--- src/rtl/pipe_pkg.sv ---
// Shared types and helpers for the back-pressure-aware pipeline stage.
package pipe_pkg;

  // Stage occupancy states; SKID means both the main and skid entries hold beats.
  typedef enum logic [1:0] {
    EMPTY = 2'd0,
    FULL  = 2'd1,
    SKID  = 2'd2
  } pipe_state_e;

  // Default payload widths match the RV-NE EX/MEM stage.
  localparam int RVNE_EXMEM_DATA_W = 101;
  localparam int RVNE_EXMEM_CTRL_W = 9;

  // Saturating increment of a counter w bits wide (w <= 64). Callers
  // zero-extend into 64 bits and truncate the result back to their width.
  function automatic logic [63:0] sat_inc(input logic [63:0] v, input int w);
    logic [63:0] lim;
    lim = (w >= 64) ? '1 : ((64'd1 << w) - 64'd1);
    return (v >= lim) ? lim : v + 64'd1;
  endfunction

endpackage

--- src/rtl/pipe_skid_stage_if.sv ---
// Valid/ready beat interface: a data payload plus a separately handled control payload.
interface pipe_skid_stage_if
  import pipe_pkg::*;
#(
  parameter int DATA_W = RVNE_EXMEM_DATA_W,
  parameter int CTRL_W = RVNE_EXMEM_CTRL_W
) ();
  logic              valid;
  logic              ready;
  logic [DATA_W-1:0] data;
  logic [CTRL_W-1:0] ctrl;

  modport master (output valid, output data, output ctrl, input  ready);
  modport slave  (input  valid, input  data, input  ctrl, output ready);
endinterface

--- src/rtl/pipe_entry_reg.sv ---
// One stage entry: valid + control + data. Clearing control also drops valid,
// so ctrl is zero whenever the entry is empty. Clears win over load.
module pipe_entry_reg
  import pipe_pkg::*;
#(
  parameter int DATA_W = RVNE_EXMEM_DATA_W,
  parameter int CTRL_W = RVNE_EXMEM_CTRL_W
) (
  input  logic              clk,
  input  logic              reset,
  input  logic              load_i,
  input  logic              clear_ctrl_i,
  input  logic              clear_data_i,
  input  logic [DATA_W-1:0] data_i,
  input  logic [CTRL_W-1:0] ctrl_i,
  output logic              valid_o,
  output logic [DATA_W-1:0] data_o,
  output logic [CTRL_W-1:0] ctrl_o
);
  logic              valid_q, valid_d;
  logic [DATA_W-1:0] data_q,  data_d;
  logic [CTRL_W-1:0] ctrl_q,  ctrl_d;

  // Next-state: clear beats load; data may be retained across a control clear.
  always_comb begin
    valid_d = valid_q;
    ctrl_d  = ctrl_q;
    data_d  = data_q;
    if (clear_ctrl_i) begin
      valid_d = 1'b0;
      ctrl_d  = '0;
    end else if (load_i) begin
      valid_d = 1'b1;
      ctrl_d  = ctrl_i;
    end
    if (clear_data_i)                 data_d = '0;
    else if (load_i && !clear_ctrl_i) data_d = data_i;
  end

  // Entry state flops, cleared asynchronously.
  always_ff @(posedge clk or posedge reset) begin
    if (reset) begin
      valid_q <= 1'b0;
      ctrl_q  <= '0;
      data_q  <= '0;
    end else begin
      valid_q <= valid_d;
      ctrl_q  <= ctrl_d;
      data_q  <= data_d;
    end
  end

  assign valid_o = valid_q;
  assign data_o  = data_q;
  assign ctrl_o  = ctrl_q;

endmodule

--- src/rtl/pipe_skid_stage.sv ---
// Back-pressure-aware pipeline stage: main entry drives the outputs, a one-entry
// skid buffer absorbs the beat accepted while downstream stalls, so in_ready is
// a pure flop output. Synchronous flush plus saturating flush/stall counters.
module pipe_skid_stage
  import pipe_pkg::*;
#(
  parameter int DATA_W              = RVNE_EXMEM_DATA_W,
  parameter int CTRL_W              = RVNE_EXMEM_CTRL_W,
  parameter bit CLEAR_DATA_ON_FLUSH = 1'b1,
  parameter int CNT_W               = 16
) (
  input  logic              clk,
  input  logic              reset,
  pipe_skid_stage_if.slave  up_i,
  pipe_skid_stage_if.master dn_o,
  input  logic              flush_i,
  output logic [1:0]        occupancy_o,
  output logic [CNT_W-1:0]  flush_cnt_o,
  output logic [CNT_W-1:0]  stall_cnt_o
);
  pipe_state_e state_q, state_d;

  logic              m_valid, s_valid;
  logic [DATA_W-1:0] m_data,  s_data,  m_data_in;
  logic [CTRL_W-1:0] m_ctrl,  s_ctrl,  m_ctrl_in;
  logic              m_load, m_clr_ctrl, m_clr_data, m_from_skid;
  logic              s_load, s_clr_ctrl, s_clr_data;
  logic              in_fire, out_fire;
  logic [CNT_W-1:0]  flush_cnt_q, flush_cnt_d, stall_cnt_q, stall_cnt_d;

  // in_ready depends only on the skid valid flop.
  assign up_i.ready = ~s_valid;
  assign in_fire    = up_i.valid & ~s_valid;
  assign out_fire   = m_valid & dn_o.ready;

  // Entry controls and next state; flush overrides every handshake.
  always_comb begin
    state_d     = state_q;
    m_load      = 1'b0;
    m_clr_ctrl  = 1'b0;
    m_clr_data  = 1'b0;
    m_from_skid = 1'b0;
    s_load      = 1'b0;
    s_clr_ctrl  = 1'b0;
    s_clr_data  = 1'b0;
    if (flush_i) begin
      m_clr_ctrl = 1'b1;
      s_clr_ctrl = 1'b1;
      m_clr_data = CLEAR_DATA_ON_FLUSH;
      s_clr_data = CLEAR_DATA_ON_FLUSH;
      state_d    = EMPTY;
    end else begin
      case (state_q)
        EMPTY: if (in_fire) begin
          m_load  = 1'b1;
          state_d = FULL;
        end
        FULL: begin
          if (in_fire && out_fire) begin
            m_load = 1'b1;
          end else if (in_fire) begin
            s_load  = 1'b1;
            state_d = SKID;
          end else if (out_fire) begin
            m_clr_ctrl = 1'b1;
            state_d    = EMPTY;
          end
        end
        SKID: if (out_fire) begin
          // Skid beat is younger than main, so it moves up in order.
          m_load      = 1'b1;
          m_from_skid = 1'b1;
          s_clr_ctrl  = 1'b1;
          state_d     = FULL;
        end
        default: state_d = EMPTY;
      endcase
    end
  end

  assign m_data_in = m_from_skid ? s_data : up_i.data;
  assign m_ctrl_in = m_from_skid ? s_ctrl : up_i.ctrl;

  pipe_entry_reg #(.DATA_W(DATA_W), .CTRL_W(CTRL_W)) u_main (
    .clk          (clk),
    .reset        (reset),
    .load_i       (m_load),
    .clear_ctrl_i (m_clr_ctrl),
    .clear_data_i (m_clr_data),
    .data_i       (m_data_in),
    .ctrl_i       (m_ctrl_in),
    .valid_o      (m_valid),
    .data_o       (m_data),
    .ctrl_o       (m_ctrl)
  );

  pipe_entry_reg #(.DATA_W(DATA_W), .CTRL_W(CTRL_W)) u_skid (
    .clk          (clk),
    .reset        (reset),
    .load_i       (s_load),
    .clear_ctrl_i (s_clr_ctrl),
    .clear_data_i (s_clr_data),
    .data_i       (up_i.data),
    .ctrl_i       (up_i.ctrl),
    .valid_o      (s_valid),
    .data_o       (s_data),
    .ctrl_o       (s_ctrl)
  );

  assign dn_o.valid  = m_valid;
  assign dn_o.data   = m_data;
  assign dn_o.ctrl   = m_ctrl;
  assign occupancy_o = 2'(m_valid) + 2'(s_valid);

  // Counter next values: flushes that discard something, and stalled output cycles.
  always_comb begin
    flush_cnt_d = flush_cnt_q;
    stall_cnt_d = stall_cnt_q;
    if (flush_i && (m_valid || s_valid))
      flush_cnt_d = CNT_W'(sat_inc(64'(flush_cnt_q), CNT_W));
    if (m_valid && !dn_o.ready)
      stall_cnt_d = CNT_W'(sat_inc(64'(stall_cnt_q), CNT_W));
  end

  // FSM state and statistics counters.
  always_ff @(posedge clk or posedge reset) begin
    if (reset) begin
      state_q     <= EMPTY;
      flush_cnt_q <= '0;
      stall_cnt_q <= '0;
    end else begin
      state_q     <= state_d;
      flush_cnt_q <= flush_cnt_d;
      stall_cnt_q <= stall_cnt_d;
    end
  end

  assign flush_cnt_o = flush_cnt_q;
  assign stall_cnt_o = stall_cnt_q;

  // A skid beat without a main beat would break ordering.
  a_skid_implies_main: assert property (@(posedge clk) disable iff (reset) s_valid |-> m_valid);
  // FSM state must agree with the entry valid bits.
  a_state_matches: assert property (@(posedge clk) disable iff (reset)
    (state_q == pipe_state_e'(occupancy_o)));

endmodule
--- src/flat_wrapper.sv ---
// flat-port wrapper written by rule: the top's interface ports become plain ports
module pipe_skid_stage_flat import pipe_pkg::*;
#(
  parameter int DATA_W              = RVNE_EXMEM_DATA_W,
  parameter int CTRL_W              = RVNE_EXMEM_CTRL_W,
  parameter bit CLEAR_DATA_ON_FLUSH = 1'b1,
  parameter int CNT_W               = 16
)
  (clk, reset, flush_i, occupancy_o, flush_cnt_o, stall_cnt_o, up_i_valid, up_i_data, up_i_ctrl, up_i_ready, dn_o_valid, dn_o_data, dn_o_ctrl, dn_o_ready);
  pipe_skid_stage_if #(.DATA_W(DATA_W), .CTRL_W(CTRL_W)) up_i_i ();
  pipe_skid_stage_if #(.DATA_W(DATA_W), .CTRL_W(CTRL_W)) dn_o_i ();
  input  logic clk;
  input  logic reset;
  input  logic flush_i;
  output logic [1:0] occupancy_o;
  output logic [CNT_W-1:0] flush_cnt_o;
  output logic [CNT_W-1:0] stall_cnt_o;
  input wire logic [$bits(up_i_i.valid)-1:0] up_i_valid;
  input wire logic [$bits(up_i_i.data)-1:0] up_i_data;
  input wire logic [$bits(up_i_i.ctrl)-1:0] up_i_ctrl;
  output wire logic [$bits(up_i_i.ready)-1:0] up_i_ready;
  output wire logic [$bits(dn_o_i.valid)-1:0] dn_o_valid;
  output wire logic [$bits(dn_o_i.data)-1:0] dn_o_data;
  output wire logic [$bits(dn_o_i.ctrl)-1:0] dn_o_ctrl;
  input wire logic [$bits(dn_o_i.ready)-1:0] dn_o_ready;
  assign up_i_i.valid = up_i_valid;
  assign up_i_i.data = up_i_data;
  assign up_i_i.ctrl = up_i_ctrl;
  assign up_i_ready = up_i_i.ready;
  assign dn_o_valid = dn_o_i.valid;
  assign dn_o_data = dn_o_i.data;
  assign dn_o_ctrl = dn_o_i.ctrl;
  assign dn_o_i.ready = dn_o_ready;
  pipe_skid_stage #(.DATA_W(DATA_W), .CTRL_W(CTRL_W), .CLEAR_DATA_ON_FLUSH(CLEAR_DATA_ON_FLUSH), .CNT_W(CNT_W)) u_core (.clk(clk), .reset(reset), .up_i(up_i_i), .dn_o(dn_o_i), .flush_i(flush_i), .occupancy_o(occupancy_o), .flush_cnt_o(flush_cnt_o), .stall_cnt_o(stall_cnt_o));
endmodule
--- config.mk ---
export PLATFORM = sky130hd
export DESIGN_NAME = pipe_skid_stage_flat
export DESIGN_NICKNAME = d
export VERILOG_FILES = /design/src/rtl/pipe_pkg.sv /design/src/rtl/pipe_skid_stage_if.sv /design/src/rtl/pipe_entry_reg.sv /design/src/rtl/pipe_skid_stage.sv /design/src/flat_wrapper.sv
export SDC_FILE = /design/constraint.sdc
export NUM_CORES = 1
export LEC_CHECK = 0
export BUFFER_PORTS_ARGS = -buffer_cell sky130_fd_sc_hd__buf_2
export CORE_MARGIN = 2
export CORE_UTILIZATION = 54
export CTS_BUF_LIST = sky130_fd_sc_hd__clkbuf_4 sky130_fd_sc_hd__clkbuf_8 sky130_fd_sc_hd__clkbuf_16
export DETAILED_ROUTE_END_ITERATION = 16
export PLACE_DENSITY_LB_ADDON = 0.2
export SYNTH_ARGS = -nofsm -noshare
export SYNTH_HDL_FRONTEND = slang
export SYNTH_SLANG_ARGS = --single-unit
--- constraint.sdc ---
create_clock -name clk -period 11.07 [get_ports clk]
set_clock_uncertainty 0.1 [all_clocks]
set_input_delay 1.107 -clock clk [delete_from_list [all_inputs] [get_ports clk]]
set_output_delay 1.107 -clock clk [all_outputs]
set_load 0.005 [all_outputs]
==> metrics.txt, run 1 <==
largest net degree at the start of global routing 117; NumNets Final 1502; maximum net fanout on the critical path 114; final setup TNS 0 ns; Vias/cell 5.45; Detail Route Antenna Nets 0; FF-to-FF Start u_core.u_main.valid_o$_DFFE_PP0P_; Worst Hold Launch u_core.u_main.data_o[72]$_DFFE_PP0P_; Tot Pwr roughly 2.3 mW; xor/xnor share of the synthesized area 0.0131; HP Class reg -> reg; worst-skew pair later-pin latency 0.53 ns; total number of vias 9163; clock tree sinks around 260; Final Hold Viols 0; Setup Fix Bufs, Post-CTS 0; initial antenna violation count 3; fmax roughly 260 MHz; area delta synth->final 19.3%; Slew headroom 0.221; Hold-fix buffers, CTS 0; Async SR Flop Fraction 1.00; Tcrit/Tclk final 0.351; syn_area_per_cell 9.69 um^2; Seq/Total Area, Yosys 0.564; critical path class in -> reg; Initial Utilization 0.545; total CTS buffers 27; post-route minimum period 3.88 ns; Worst Max-Slew Pin Slew around 1.2 ns; Clock transition at path regs approximately 0.060 ns; Worst Setup SP flush_i; area of the mapped netlist approximately 0.011 mm^2; cell repeated most along the worst path buf_4; FF-to-FF setup slack about 7.6 ns; commonest cells in the netlist 261 x nand2_1, 256 x dfrtp_1, 193 x o21ai_0; input/output buffers 260; CP max stage delay 0.79 ns; synthesized flop and latch total 256; Post-synth EDFFs 0; Post-CTS Resized 0; Final Setup Violations 0; ranking of synthesized cells by area dfrtp_1 56%, nand2_1 8.6%, o21ai_0 8.5%, a22oi_1 6.7%, nand2b_1 5.8%; vias in the first global route 8522; leakage power 6.35 nW; GRT Total Usage 0.243; hold endpoint u_core.u_main.data_o[72]$_DFFE_PP0P_; Crit path depth 6; die area ~0.022 mm^2; largest family of logic cells by synthesized area simple AND/OR/NAND/NOR gates; run status complete, no violations; data required time of the worst path 11.32 ns; Max Cap Violations 0; Compound-Gate Fraction of Synth Area 0.179; core area between 0.02 and 0.025 mm^2; Root Driver clkbuf_16; drt first pass iters 5; Adder-Cell Fraction of Synth Area 0.00441; fraction of layout cells with a size suffix above 1 0.236; cells after synthesis 1171; CP bufs+invs 4; RSZ-0062 raised after global routing no; Critical Path AT 4.13 ns; Ports 261; top-count cell post-synth nand2_1; GP Congestion 0.865; syn nets 1290; CP Cell Sequence buf_2 -> buf_4 -> and4bb_4 -> buf_4 -> buf_4 -> o21ai_0; Synth area leader dfrtp_1; detailed-route DRC error count 0; Clock Tree Buf Depth 3; R2R depth 5; Ys Warns 0; Die Y 149 um; GRT overflow 0; cell count after placement 1629; mux contribution to synthesized area 0.0118; Post-Synth Simple-Gate Area 0.185; DP HPWL 16.9 mm; Peak VDD IR 0.0945 mV; Worst Setup Slack, final 7.19 ns; Initial DRC Count between 600 and 700; Site Rows 53; Crit-path slowest cell and4bb_4; Die X roughly 150 um; Yosys top cell area share 0.564; Startpoint Class primary input; overall routed net length 27.2 mm; Final Max Slew Viols 0; worst r2r dst u_core.u_skid.data_o[73]$_DFFE_PP0P_; Hold Path Stages 2; htree depth 1; critical path endpoint category register; Cell Count, Final, Fillers Out 1680; Pwr Density roughly 170 mW/mm^2; Synth cell types 43; global-route wire length before repair 44.1 mm; Setup WS pre-CTS 6.67 ns; DR WL/cell around 16 um; CTS tree done; Util after Layout 0.650; Top FF cell, synth dfrtp_1; cell family with most CP delay buffers and inverters
[layout by cell type (no fill, tap or decap), drive strengths merged, types with 8 or more instances in the layout]
cell    count
a22oi     101
nand4      13
nand3       8
nor2       20
a21oi      10
clkbuf     40
buf       269
dfrtp     256
nand2     261
o21ai     225
mux2i      10
xnor2      10
nand2b    105
[kinds of logic after synthesis]
family,Yosys count
AOI/OAI and AO/OA,346
xor gates and xnor gates,17
adders and majority gates,4
buffers and inverters,92
DFF,256
muxes,13
and+or+nand+nor,443
[routing by layer]
metal / GRT usage / share of wire
met3: 0.0471 / 0.076
met4: 0.0619 / 0.023
met5: 0 / 0.0011
met2: 0.370 / 0.46
met1: 0.363 / 0.44
[tightest hold or removal path, cell delays in order, from the launching register on]
cell and delay [ns]:
dfrtp_1 0.33, nand2_1 0.05, o21ai_0 0.06
[flip-flops by register name, indices dropped and copies added, names as in the netlist]
signal	cells
u_core.flush_cnt_o	16
u_core.stall_cnt_o	16
u_core.state_q	2
u_core.u_main.ctrl_o	9
u_core.u_main.data_o	101
u_core.u_main.valid_o	1
u_core.u_skid.ctrl_o	9
u_core.u_skid.data_o	101
u_core.u_skid.valid_o	1
[area by class of cell]
| cell class | count | area (um^2) |
|---|---|---|
| Clock buffer | 40 | 817 |
| Timing Repair Buffer | 269 | 1370 |
| Inverter | 6 | 30.0 |
| Fill cell | 1714 | 7290 |
| Sequential cell | 256 | 6410 |
| Clock inverter | 9 | 73.8 |
| Antenna cell | 2 | 5.00 |
| Tap cell | 275 | 344 |
| Multi-Input combinational cell | 823 | 4490 |
[stage by stage]
step           hold WS, ns  instance area [um^2]
3_3_place_gp         0.357                 12600
2_1_floorplan        0.370                 11300
4_1_cts              0.378                 13500
6_report             0.370                 13500
5_1_grt              0.398                 13500
3_5_place_dp         0.365                 12600
[report_power, final]
group	switching, mW	internal, mW	leakage [nW]	total (mW)
logic	0.177	0.128	2.48	0.304
clock network	0.362	0.533	0.457	0.895
registers	0.0720	1.02	3.41	1.10
total	0.611	1.68	6.35	2.29
[how the worst max path moves through the flow]
stage / end / slack (ns)
floorplan: u_core.flush_cnt_o[0]$_DFFE_PP0P_ / 2.82
CTS: u_core.u_skid.data_o[73]$_DFFE_PP0P_ / 7.16
detailed placement: u_core.u_skid.data_o[54]$_DFFE_PP0P_ / 6.67
global route: u_core.u_skid.data_o[73]$_DFFE_PP0P_ / 6.86
global placement: u_core.u_skid.data_o[75]$_DFFE_PP0P_ / 6.73
finish: u_core.u_skid.data_o[73]$_DFFE_PP0P_ / 7.19
No activity file was read; power rests on OpenSTA's default activity.
==> run 2: changes to the inputs <==
==> constraint.sdc (replaced) <==
create_clock -name clk -period 3.8 [get_ports clk]
set_clock_uncertainty 0.1 [all_clocks]
set_input_delay 0.38 -clock clk [delete_from_list [all_inputs] [get_ports clk]]
set_output_delay 0.38 -clock clk [all_outputs]
set_load 0.005 [all_outputs]
==> run 2 against run 1 <==
Core utilization increased by 6.2 points. Setup slack worse by 6.3 ns. First-iteration DRC count down 2.6%. Register-to-register slack worse by 6.7 ns. Sequential share of layout area shrank 4.1 points. Via count grew 5.0%. Global-route usage grew 1.7 points. Count of clock-buffer cells in the layout grew 2. Combinational power rose to 3.3 times the previous value. Critical path depth fell by 1. Cell count up 6.9%. Cell area rose by 9.5%. Critical path type is now reg -> reg. Largest cell class unchanged.
==> metrics.txt, run 2 (synthesized netlist as in run 1, its figures left out) <==
DR WL/cell 16.2 um (-0.13%); leakage power 6.88 nW (+8.4%); critical path class reg -> reg; final setup TNS 0 ns (unchanged); largest net degree at the start of global routing 113 (-3.4%); HP Class in -> reg; post-route minimum period roughly 2.9 ns; Multi-input gate area 0.00449 mm^2 (unchanged); htree depth 1 (unchanged); total CTS buffers 28 (+3.7%); Worst Setup SP u_core.state_q[0]$_DFFE_PP0P_; cell family with most CP delay simple AND/OR/NAND/NOR gates; initial antenna violation count 0 (-3); maximum net fanout on the critical path 72 (-37%); detailed-route DRC error count 0 (unchanged); CP max stage delay 0.93 ns (+0.14 ns); Die X 149 um (unchanged); total number of vias 9619 (+5.0%); GP Congestion 0.857 (-0.91%); Pint 5.04 mW (+200%); Die Y 149 um (unchanged); data required time of the worst path 4.14 ns (-7.18 ns); FF-to-FF setup slack 0.92 ns (-6.67 ns); CP Cell Sequence and4b_4 -> nor2b_4 -> buf_12 -> a22oi_1 -> o21ai_0; Max Cap Violations 0 (unchanged); Comb power frac 0.147 (+0.014); Detail Route Antenna Nets 0 (unchanged); Clock transition at path regs 0.06 ns (about the same); Peak VDD IR 0.319 mV (+240%); Vias/cell 5.36 (-1.8%); Setup Fix Bufs, Post-CTS 0 (unchanged); FF-to-FF Start u_core.state_q[0]$_DFFE_PP0P_; input/output buffers 260 (unchanged); Final Setup Violations 0 (unchanged); die area 0.0222 mm^2 (unchanged); global-route wire length before repair 47.4 mm (+7.5%); # fillers 1558 (-9.1%); Worst Max-Slew Pin Slew 1.14 ns (-0.0221 ns); Util after Layout 0.712 (+0.0620); drt first pass iters 5 (unchanged); Initial DRC Count 678 (-2.6%); NumNets Final 1620 (+7.9%); power share of the clock group 0.389 (about the same); CTS tree done; area delta synth->final 30.6%; fraction of power consumed by sequential logic 0.464 (-0.014); P_sw 1.85 mW (+200%); worst-skew pair later-pin latency 0.53 ns (about the same); Tot Pwr 6.90 mW (+200%); vias in the first global route 9346 (+9.7%); Pwr Density 465 mW/mm^2 (+170%); Crit-path slowest cell nor2b_4; RSZ-0062 raised after global routing no; Root Driver clkbuf_16; WHS 0.138 ns (-0.232 ns); Startpoint Class register; most common cell after layout, fill and taps aside nand2_1; Net Sw Frac 0.269 (+0.00240); most frequent cells in the layout 261 x nand2_1, 260 x buf_2, 256 x dfrtp_1; Initial Utilization 0.545 (unchanged); Final Hold Viols 0 (unchanged); clock tree sinks 256 (unchanged); Worst Hold Launch dn_o_ready; Final Max Slew Viols 0 (unchanged); GRT Total Usage 0.260 (+0.0166); fmax 348 MHz; Clock Tree Buf Depth 3 (unchanged); CP bufs+invs 1 (-3); # diodes 0 (-2); DP HPWL 17.6 mm (+4.0%); fraction of layout cells with a size suffix above 1 0.222 (-0.0137); Critical Path AT 3.22 ns (-0.91 ns); Ports 261 (unchanged); critical path endpoint category register; GRT overflow 0 (unchanged); Site Rows 53 (unchanged); core area 0.0208 mm^2 (unchanged); Slew headroom 0.236 (+0.0151); run status complete, no violations; Tcrit/Tclk final 0.757; overall routed net length 29.0 mm (+6.8%); register area 0.00641 mm^2 (unchanged)
-- run 2: cell count changes in the layout (fill, tap and decap cells not counted), sizes merged --
cell	change
buf	+6
clkbuf	+2
clkinv	-1
clkinvlp	+2
diode	-2
dlygate4sd3	+111
inv	-2
-- run 2: layer usage --
layer	part of all wire	wire [um]	vias up	GRT usage
met4	0.021	604	0	0.0667
met1	0.44	12800	4569	0.370
met2	0.47	13700	320	0.417
li1	-	-	4685	-
met5	0	0	-	0
met3	0.067	1960	45	0.0468
-- run 2: final timing paths --
check / end / cells past startpoint
worst min register to register: u_core.u_main.data_o[52]$_DFFE_PP0P_ / 2
max in group asynchronous: u_core.u_main.data_o[65]$_DFFE_PP0P_ / 4
worst min-delay path: u_core.u_main.valid_o$_DFFE_PP0P_ / 4
worst max register to register: u_core.u_main.data_o[70]$_DFFE_PP0P_ / 5
worst max-delay path: u_core.u_main.data_o[70]$_DFFE_PP0P_ / 5
min in group asynchronous: u_core.u_skid.data_o[71]$_DFFE_PP0P_ / 3
-- run 2: power by group through the flow --
stage,logic (mW),clock network (mW),registers (mW)
after floorplan,0.501,0,3.22
after global placement,0.901,0,3.23
after detailed placement,0.924,0,3.24
after CTS,1.02,2.73,3.19
after global routing,1.14,2.86,3.23
final,1.01,2.68,3.20
-- run 2: per-stage QoR --
step,instance area [um^2],instances,worst slack (ns)
after detailed placement,12800,1635,1.01
after global placement,12800,1635,1.06
after CTS,14800,1796,1.01
final,14800,1796,0.925
after global routing,14800,1796,0.792
after floorplan,11400,1171,-0.0516
-- run 2: what timing repair did --
| item | CTS | global route |
|---|---|---|
| hold endpoints to repair | 114 | 0 |
| hold buffers | 111 | 0 |
| gates resized for setup | 0 | 0 |
-- run 2: cell type report --
class	count	area share
tap	275	0.0232
multi-input combinational	823	0.303
clock buffer	42	0.0569
sequential	256	0.432
inverter	6	0.00177
timing repair buffer	386	0.178
clock inverter	8	0.00532
-- run 2: worst min-delay path: stages --
cell,delay (ns)
buf_2,0.13
nand3b_1,0.08
nand2_1,0.07
a211oi_1,0.06
==> run 3: changes to the inputs <==
--- a/config.mk
+++ b/config.mk
@@ -5,9 +5,10 @@
 export SDC_FILE = /design/constraint.sdc
 export NUM_CORES = 1
 export LEC_CHECK = 0
+export ABC_AREA = 1
 export BUFFER_PORTS_ARGS = -buffer_cell sky130_fd_sc_hd__buf_2
 export CORE_MARGIN = 2
-export CORE_UTILIZATION = 54
+export CORE_UTILIZATION = 55
 export CTS_BUF_LIST = sky130_fd_sc_hd__clkbuf_4 sky130_fd_sc_hd__clkbuf_8 sky130_fd_sc_hd__clkbuf_16
 export DETAILED_ROUTE_END_ITERATION = 16
 export PLACE_DENSITY_LB_ADDON = 0.2
==> constraint.sdc (replaced) <==
create_clock -name clk -period 2.9 [get_ports clk]
set_clock_uncertainty 0.1 [all_clocks]
set_input_delay 0.29 -clock clk [delete_from_list [all_inputs] [get_ports clk]]
set_output_delay 0.29 -clock clk [all_outputs]
set_load 0.005 [all_outputs]
==> run 3 against run 2 <==
Global-route usage up 2.6 points. Core utilization up 0.88 points. Cell area up 5.1%. Critical path depth up 4. Count of clock-buffer cells in the layout down 1. Sequential power up 40%. Worst hold slack worse by 0.060 ns. Largest cell class unchanged. Routed wire length up 14%. Cell count up 18%.
==> metrics.txt, run 3 <==
critical path class reg -> reg; die area 0.0231 mm^2 (+3.9%); Max Cap Violations 0 (unchanged); Final Max Slew Viols 0 (unchanged); Peak VDD IR 0.423 mV (+33%); run status complete, no violations; fraction of layout cells with a size suffix above 1 0.188 (-0.0344); Net Sw Frac 0.283 (+0.0145); area of the mapped netlist 0.0120 mm^2 (+6.0%); Pint 7.39 mW (+47%); most frequent cells in the layout 413 x nand2_1, 260 x buf_2, 256 x dfrtp_1; P_sw 2.92 mW (+58%); Seq/Total Area, Yosys 0.533 (-0.0318); input/output buffers 260 (unchanged); Initial Utilization 0.556 (+0.0112); Hold-fix buffers, CTS 111 (unchanged); Clock transition at path regs 0.06 ns (about the same); vias in the first global route 11338 (+21%); Async SR Flop Fraction 1.00 (unchanged); critical path endpoint category register; Slew headroom 0.450 (+0.215); Clock Tree Buf Depth 3 (unchanged); Site Rows 54 (+1.9%); Pwr Density 661 mW/mm^2 (+42%); drt first pass iters 5 (unchanged); area delta synth->final 29.6%; DR WL/cell 15.6 um (-3.5%); # fillers 1695 (+8.8%); R2R depth 9 (+4); worst r2r dst u_core.u_main.data_o[25]$_DFFE_PP0P_; Util after Layout 0.721 (+0.00878); Cell Count, Final, Fillers Out 2123 (+18%); Tcrit/Tclk final 0.782 (+0.0249); Die X 152 um (+1.9%); fraction of power consumed by sequential logic 0.433 (-0.031); Post-synth EDFFs 0 (unchanged); htree depth 1 (unchanged); Detail Route Antenna Nets 0 (unchanged); syn nets 1611 (+25%); synthesized flop and latch total 256 (unchanged); NumNets Final 1940 (+20%); GRT Total Usage 0.286 (+0.0257); power share of the clock group 0.385 (-0.004); CTS tree done; ranking of synthesized cells by area dfrtp_1 53%, nand2_1 13%, nand3_1 10%, o21ai_0 6.2%, inv_1 5.0%; commonest cells in the netlist 416 x nand2_1, 256 x dfrtp_1, 252 x nand3_1; Post-CTS Resized 0 (unchanged); Hold Path Stages 4 (unchanged); hold endpoint u_core.state_q[1]$_DFFE_PP0P_; post-route minimum period 2.27 ns (-0.609 ns); cell count after placement 1960 (+20%); Top FF cell, synth dfrtp_1; Ys Warns 0 (unchanged); GRT overflow 0 (unchanged); overall routed net length 33.1 mm (+14%); leakage power 8.33 nW (+21%); maximum net fanout on the critical path 42 (-42%); FF-to-FF Start u_core.u_main.valid_o$_DFFE_PP0P_; Ports 261 (unchanged); Worst Hold Launch dn_o_ready; core area 0.0216 mm^2 (+3.8%); worst-skew pair later-pin latency 0.53 ns (about the same); Root Driver clkbuf_16; total CTS buffers 28 (unchanged); Comb power frac 0.182 (+0.035); Final Setup Violations 0 (unchanged); top-count cell post-synth nand2_1; total number of vias 11411 (+19%); cells after synthesis 1492 (+27%); FF-to-FF setup slack 0.63 ns (-0.29 ns); Startpoint Class register; HP Class in -> reg; most common cell after layout, fill and taps aside nand2_1; Worst Max-Slew Pin Slew 0.824 ns (-0.320 ns); initial antenna violation count 1 (+1); Initial DRC Count 919 (+36%); syn_area_per_cell 8.06 um^2 (-17%); Synth cell types 26 (-40%); Final Hold Viols 0 (unchanged); GP Congestion 0.858 (about the same); Die Y 152 um (+1.9%); data required time of the worst path 3.26 ns (-0.88 ns); global-route wire length before repair 56.0 mm (+18%); fmax 441 MHz (+27%); detailed-route DRC error count 0 (unchanged); Synth area leader dfrtp_1; RSZ-0062 raised after global routing no; clock tree sinks 256 (unchanged); Critical Path AT 2.63 ns (-0.59 ns); Setup Fix Bufs, Post-CTS 0 (unchanged); largest net degree at the start of global routing 143 (+27%); Worst Setup SP u_core.u_main.valid_o$_DFFE_PP0P_; Yosys top cell area share 0.533 (-0.0318); DP HPWL 19.7 mm (+12%); Vias/cell 5.37 (+0.36%)
==> run 3: layout make-up <==
type / instances / area [um^2] / area share
diodes: 1 / 2.50 / 0.000161
repair buffers: 391 / 2660 / 0.171
flip-flops and latches: 256 / 6410 / 0.411
multi-input cells: 981 / 4490 / 0.288
well taps: 280 / 350 / 0.0225
inverters: 163 / 621 / 0.0398
clock buffers: 41 / 847 / 0.0544
clock inverters: 10 / 204 / 0.0131
==> run 3: metal layers <==
metal / GRT usage / vias up / routed length, um
met3: 0.0488 / 76 / 2220
met4: 0.0970 / 0 / 1060
met5: 0 / - / 0
met1: 0.396 / 5400 / 14100
met2: 0.461 / 457 / 15800
li1: - / 5478 / -
==> run 3: power groups by stage <==
| stage | sequential, mW | clock, mW | combinational [mW] |
|---|---|---|---|
| 2_1_floorplan | 4.46 | 0 | 1.05 |
| 3_3_place_gp | 4.49 | 0 | 1.70 |
| 3_5_place_dp | 4.51 | 0 | 1.74 |
| 4_1_cts | 4.46 | 4.02 | 1.87 |
| 5_1_grt | 4.53 | 4.18 | 2.11 |
| 6_report | 4.47 | 3.97 | 1.87 |
==> run 3: worst max-delay path by stage <==
stage | endpoint | slack (ns)
after floorplan | u_core.flush_cnt_o[0]$_DFFE_PP0P_ | -0.86
after global placement | u_core.u_main.data_o[26]$_DFFE_PP0P_ | 0.77
final | u_core.u_main.data_o[25]$_DFFE_PP0P_ | 0.63
after CTS | u_core.u_main.data_o[7]$_DFFE_PP0P_ | 0.62
after detailed placement | u_core.u_main.data_o[7]$_DFFE_PP0P_ | 0.65
after global routing | u_core.u_main.data_o[25]$_DFFE_PP0P_ | 0.43
==> run 3: cells by family (layout without fill, tap and decap cells) <==
group,count (synthesis),after routing,share of synthesized area
simple gates,741,741,0.265
flops,256,256,0.533
buf+inv,255,605,0.0968
compound gates,229,229,0.0965
xor+xnor,7,7,0.00510
fa+ha+maj,4,4,0.00416
other cells,0,1,0
==> run 3: worst max-delay path: stages (launching register included) <==
cell,delay [ns]
dfrtp_1,0.49
nand2_2,0.18
inv_2,0.10
nand2_2,0.10
o21ai_1,0.16
nand2_4,0.10
nand2_4,0.40
buf_4,0.37
nand2_1,0.10
nand2_1,0.07
==> run 3: through the flow <==
step	hold slack (ns)	worst slack [ns]	cell area, um^2	setup TNS (ns)	power [mW]
after detailed placement	0.328	0.653	13400	0	6.25
after global placement	0.335	0.767	13400	0	6.19
after CTS	0.0656	0.623	15600	0	10.3
after floorplan	0.343	-0.862	12000	-220.58	5.51
after global routing	0.0923	0.428	15600	0	10.8
final	0.0782	0.634	15600	0	10.3
